[src/rtl/conv_main_controller.sv]
// Convolution job sequencer: kicks the IF/filter readers and address generator,
// clears pipeline registers between partial sums and counts output writes.
module conv_main_controller #(
    parameter int FILT_ADDR_LEN = 4,
    parameter int IF_ADDR_LEN   = 5,
    parameter int CNT_W         = 16
) (
    input  logic                     clk,
    input  logic                     rst,
    input  logic                     start,
    input  logic [FILT_ADDR_LEN-1:0] filt_len_in,
    input  logic [IF_ADDR_LEN-1:0]   stride_len_in,
    input  logic                     psum_done,
    input  logic                     full_done,
    input  logic                     stride_count_flag,
    input  logic                     outbuf_write,
    output logic                     IF_read_start,
    output logic                     filter_read_start,
    output logic                     start_rd_gen,
    output logic                     regs_clr,
    output logic [FILT_ADDR_LEN-1:0] filt_len,
    output logic [IF_ADDR_LEN-1:0]   stride_len,
    output logic                     ready,
    output logic                     busy,
    output logic                     done,
    output logic                     cfg_err,
    output logic [CNT_W-1:0]         psum_count,
    output logic [CNT_W-1:0]         stride_count
);

    typedef enum logic [2:0] {
        IDLE,
        LOAD,
        GEN,
        RUN,
        CLR,
        FIN
    } state_t;

    localparam logic [CNT_W-1:0] CNT_MAX = '1;
    localparam logic [CNT_W-1:0] CNT_ONE = {{(CNT_W-1){1'b0}}, 1'b1};

    state_t state;
    logic   cfg_ok;

    assign cfg_ok = (filt_len_in != '0) && (stride_len_in != '0);

    // Outputs are computed for the state being entered, so every output is a flop.
    always_ff @(posedge clk) begin
        if (!rst) begin
            state             <= IDLE;
            IF_read_start     <= 1'b0;
            filter_read_start <= 1'b0;
            start_rd_gen      <= 1'b0;
            regs_clr          <= 1'b0;
            filt_len          <= '0;
            stride_len        <= '0;
            ready             <= 1'b1;
            busy              <= 1'b0;
            done              <= 1'b0;
            cfg_err           <= 1'b0;
            psum_count        <= '0;
            stride_count      <= '0;
        end else begin
            IF_read_start     <= 1'b0;
            filter_read_start <= 1'b0;
            start_rd_gen      <= 1'b0;
            regs_clr          <= 1'b0;
            done              <= 1'b0;
            cfg_err           <= 1'b0;

            if (state != IDLE) begin
                if (outbuf_write && psum_count != CNT_MAX)
                    psum_count <= psum_count + CNT_ONE;
                if (stride_count_flag && stride_count != CNT_MAX)
                    stride_count <= stride_count + CNT_ONE;
            end

            case (state)
                IDLE: begin
                    if (start) begin
                        if (cfg_ok) begin
                            state             <= LOAD;
                            filt_len          <= filt_len_in;
                            stride_len        <= stride_len_in;
                            psum_count        <= '0;
                            stride_count      <= '0;
                            IF_read_start     <= 1'b1;
                            filter_read_start <= 1'b1;
                            regs_clr          <= 1'b1;
                            busy              <= 1'b1;
                            ready             <= 1'b0;
                        end else begin
                            cfg_err <= 1'b1;
                        end
                    end
                end
                LOAD: begin
                    state        <= GEN;
                    start_rd_gen <= 1'b1;
                end
                GEN: begin
                    state <= RUN;
                end
                RUN: begin
                    // Whole-IF completion wins over a coincident partial sum.
                    if (full_done) begin
                        state <= FIN;
                        done  <= 1'b1;
                    end else if (psum_done) begin
                        state    <= CLR;
                        regs_clr <= 1'b1;
                    end
                end
                CLR: begin
                    state <= RUN;
                end
                FIN: begin
                    state <= IDLE;
                    busy  <= 1'b0;
                    ready <= 1'b1;
                end
                default: begin
                    state <= IDLE;
                    busy  <= 1'b0;
                    ready <= 1'b1;
                end
            endcase
        end
    end

endmodule

[config.mk]
export PLATFORM = sky130hd
export DESIGN_NAME = conv_main_controller
export DESIGN_NICKNAME = d
export VERILOG_FILES = /design/src/rtl/conv_main_controller.sv
export SDC_FILE = /design/constraint.sdc
export NUM_CORES = 1
export LEC_CHECK = 0
export ABC_AREA = 1
export BUFFER_PORTS_ARGS = -buffer_cell sky130_fd_sc_hd__buf_2
export CORE_ASPECT_RATIO = 0.75
export CORE_MARGIN = 2
export CORE_UTILIZATION = 53
export DETAILED_ROUTE_END_ITERATION = 6
export PLACE_DENSITY = 0.79
export SLEW_MARGIN = 15
export SYNTH_ARGS = -nofsm -noshare
export SYNTH_HDL_FRONTEND = slang
export SYNTH_SLANG_ARGS = --single-unit
[constraint.sdc]
create_clock -name clk -period 1.75 [get_ports clk]
set_clock_uncertainty 0.1 [all_clocks]
set_input_delay 0.2625 -clock clk [delete_from_list [all_inputs] [get_ports clk]]
set_output_delay 0.2625 -clock clk [all_outputs]
set_load 0.03 [all_outputs]
==> metrics.csv <==
stage,metric,value,unit
run_status,outcome,completed,
drt,drc,0,
yosys,synth_ff_type,dfxtp_1,
clocking,cts_hold_buf,0,
sta,slew_headroom,0.760,
min_path,hold_depth,3,
critical_path,start_kind,register,
critical_path,timing.rr.start,psum_count[7],
yosys,async_flop_share,0,
min_path,hp-start,filt_len_in[2],
cells_and_area,regArea,0.00103,mm2
yosys,synth_edf_count,0,
critical_path,endpoint_kind,register,
critical_path,arrival,1.75,ns
die,rows,22,
yosys,syn_avg_cell_area,6.52,um2
sta,hold_violations,0,
global_routing,gr-total-overflow,0,
yosys,yosys.area.top_type,dfxtp_1,
sta,maxSlewViolCount,0,
yosys,synth_area,0.00265,mm2
drt,drtAntennaViolNets,0,
yosys,yosysMostFrequentCell,nand2_1,
pwr,cellLeakagePower,1.55,nW
sta,fin_setup_tns,0,ns
die,start_util,0.548,
drt,drtIter0Drc,230,
global_routing,grt_pass1_vias,2343,
critical_path,cp.required,1.88,ns
global_routing,grt_max_degree,22,
placement,place_congestion,0.936,
sta,timing.hold.ws,0.0597,ns
yosys,netlist.area_leader.share,0.385,
pwr,p_int,0.00183,W
cells_and_area,final_nets,504,
yosys,netlist-cell-type-count,30,
yosys,synthTopCellsByArea,"dfxtp_1, nand2_1, nor2_1",
yosys,synth_fp_nets,425,
clocking,clock_sinks,51,
flow_run,drv_cap,0,
yosys,yosysWarnings,0,
clocking,path_clk_slew,0.10,ns
yosys,synth_cells,407,
die,ios,65,
pwr,p_total,0.00268,W
critical_path,cp.buffers_inverters,1,
min_path,holdPathEnd,filt_len[2],
cells_and_area,antenna_cells,0,
critical_path,cpPeakStageDelay,0.40,ns
pwr,p_sw,0.000849,W
cells_and_area,drive_gt1_frac,0.248,
sta,fin_crit,1.62,ns
clocking,clockBufferDepth,2,
sta,worst_pin_slew,0.359,ns
placement,io_buffers,64,
min_path,hold_path.class,input pin to register,
critical_path,ff2ff_setup_slack,0.13,ns
clocking,cts_root_buf,clkbuf_8,
drt,drt_wl_total,6.35,mm
die,fp.dieW,85.7,um
critical_path,r2r-end,psum_count[15],
pwr,max-vdd-ir-drop,595,uV
critical_path,worstPathCellList,nand2_1 > inv_1 > nand2_1 > nor2_1 > nand3_1 > nor2_1 > nand3b_1 > a21oi_1,
die,coreArea,0.00484,mm2
pwr,p_clk_frac,0.316,
sta,min_period_over_period,0.924,
clocking,clkLatencyLatePin,0.30,ns
critical_path,crit_fanout,4,
cells_and_area,multi_input_area,0.00142,mm2
pwr,combPwrFrac,0.208,
drt,firstDrtPassIters,4,
critical_path,slowest_stage,dfxtp_1,
yosys,yosysSeqAreaShare,0.385,
drt,vias,2790,
drt,via_per_inst,5.10,
global_routing,grt_pass1_wl,10.7,mm
die,die_h,65.3,um
clocking,cts_tree,done,
pwr,switching_share,0.317,
global_routing,antenna_found_initial,0,
die,dieArea,0.00559,mm2
cells_and_area,final_cells,547,
critical_path,setup.worst_path.class,register to register,
clocking,numCtsBuffers,5,
yosys,synthTopCellsByCount,"nand2_1, nor2_1, dfxtp_1",
sta,final-setup-viol-count,0,
placement,dp_cells,537,
pwr,pwr_density_cell,824,mW/mm2
yosys,ys_ff_latch,51,
cells_and_area,fillers,450,
placement,dp.final_hpwl,4.96,mm
cells_and_area,syn_to_final_growth,22.5,%
critical_path,r2r.worst_path.cells,8,
clocking,htreeDepth,2,
sta,max_freq,618,MHz
global_routing,grt_use_total,0.238,
pwr,pwr-share-seq,0.476,
critical_path,crit_family,simple AND/OR/NAND/NOR gates,
drt,drt-wirelength-per-cell,11.6,um
==> worst max path at each step <==
stage | end | startpoint | slack, ns | depth (start not counted)
after detailed placement | stride_count[5] | stride_count[0] | 0.08 | 9
final | psum_count[15] | psum_count[7] | 0.13 | 8
after floorplan | stride_count[5] | stride_count[0] | 0.04 | 9
after global routing | psum_count[5] | psum_count[0] | -0.03 | 7
after CTS | stride_count[5] | stride_count[0] | 0.06 | 9
after global placement | stride_count[5] | stride_count[0] | 0.12 | 9
==> power by group through the flow <==
stage	Sequential [W]	Combinational, W	Clock (W)
finish	0.00128	0.000557	0.000845
global route	0.00128	0.000612	0.000906
CTS	0.00128	0.000557	0.000860
detailed placement	0.00130	0.000556	0
global placement	0.00130	0.000548	0
floorplan	0.00142	0.000284	0
==> stage by stage <==
| stage | instance area [um2] | utilization | setup slack (ns) |
|---|---|---|---|
| after global placement | 3100 | 0.641 | 0.125 |
| after global routing | 3250 | 0.671 | -0.0310 |
| after floorplan | 2660 | - | 0.0354 |
| after CTS | 3220 | 0.665 | 0.0582 |
| after detailed placement | 3100 | 0.641 | 0.0829 |
| final | 3250 | 0.671 | 0.133 |
==> kinds of logic (layout without fill, tap and decap cells) <==
group,Yosys count,count (layout),share of synthesized area
AOI/OAI and AO/OA,26,26,0.0557
xor gates and xnor gates,3,3,0.00991
adders and majority gates,2,2,0.00943
buffers and inverters,54,134,0.0835
DFF,51,51,0.385
and+or+nand+nor,271,271,0.457
==> what timing repair did <==
item                       in CTS  in global routing
setup endpoints to repair       0                 15
hold endpoints to repair        0                  0
resized for setup               0                  6
setup buffers                   0                  2
==> worst reg2reg max path: cells and delay by family, from the launching register on <==
kind / cells / cell delay, ns
buffers and inverters: 1 / 0.08
flip-flops: 1 / 0.40
AO/OA/AOI/OAI: 1 / 0.18
AND/OR/NAND/NOR: 6 / 0.79
==> metal layers <==
layer	part of all wire	global-route usage	routed length [um]
met5	0	0	0
met4	0.0083	0.0635	53
met3	0.089	0.0603	566
met2	0.40	0.348	2550
met1	0.50	0.348	3180
==> sequential cells by signal, summed over array words and instances, names as in the netlist <==
register	flops
busy	1
cfg_err	1
done	1
filt_len	4
filter_read_start	1
psum_count	16
ready	1
regs_clr	1
start_rd_gen	1
state	3
stride_count	16
stride_len	5
==> cells in the final DEF, fill, tap and decap left out, drive strengths merged, types with 3 or more instances in the layout <==
cell and count:
inv 49, o21bai 4, buf 78, nand3 35
nand4 12, a21oi 13, nand2 137, dfxtp 51
nor3 9, o21ai 7, xor2 3, nor2 74
clkbuf 5
==> area by class of cell <==
cell class,count,share of cell area
multi-input cells,302,0.438
flip-flops and latches,51,0.317
repair buffers,78,0.131
inverters,48,0.0562
well taps,60,0.0231
clock buffers,5,0.0212
clock inverters,3,0.0142
(Power assumes the default switching activity.)
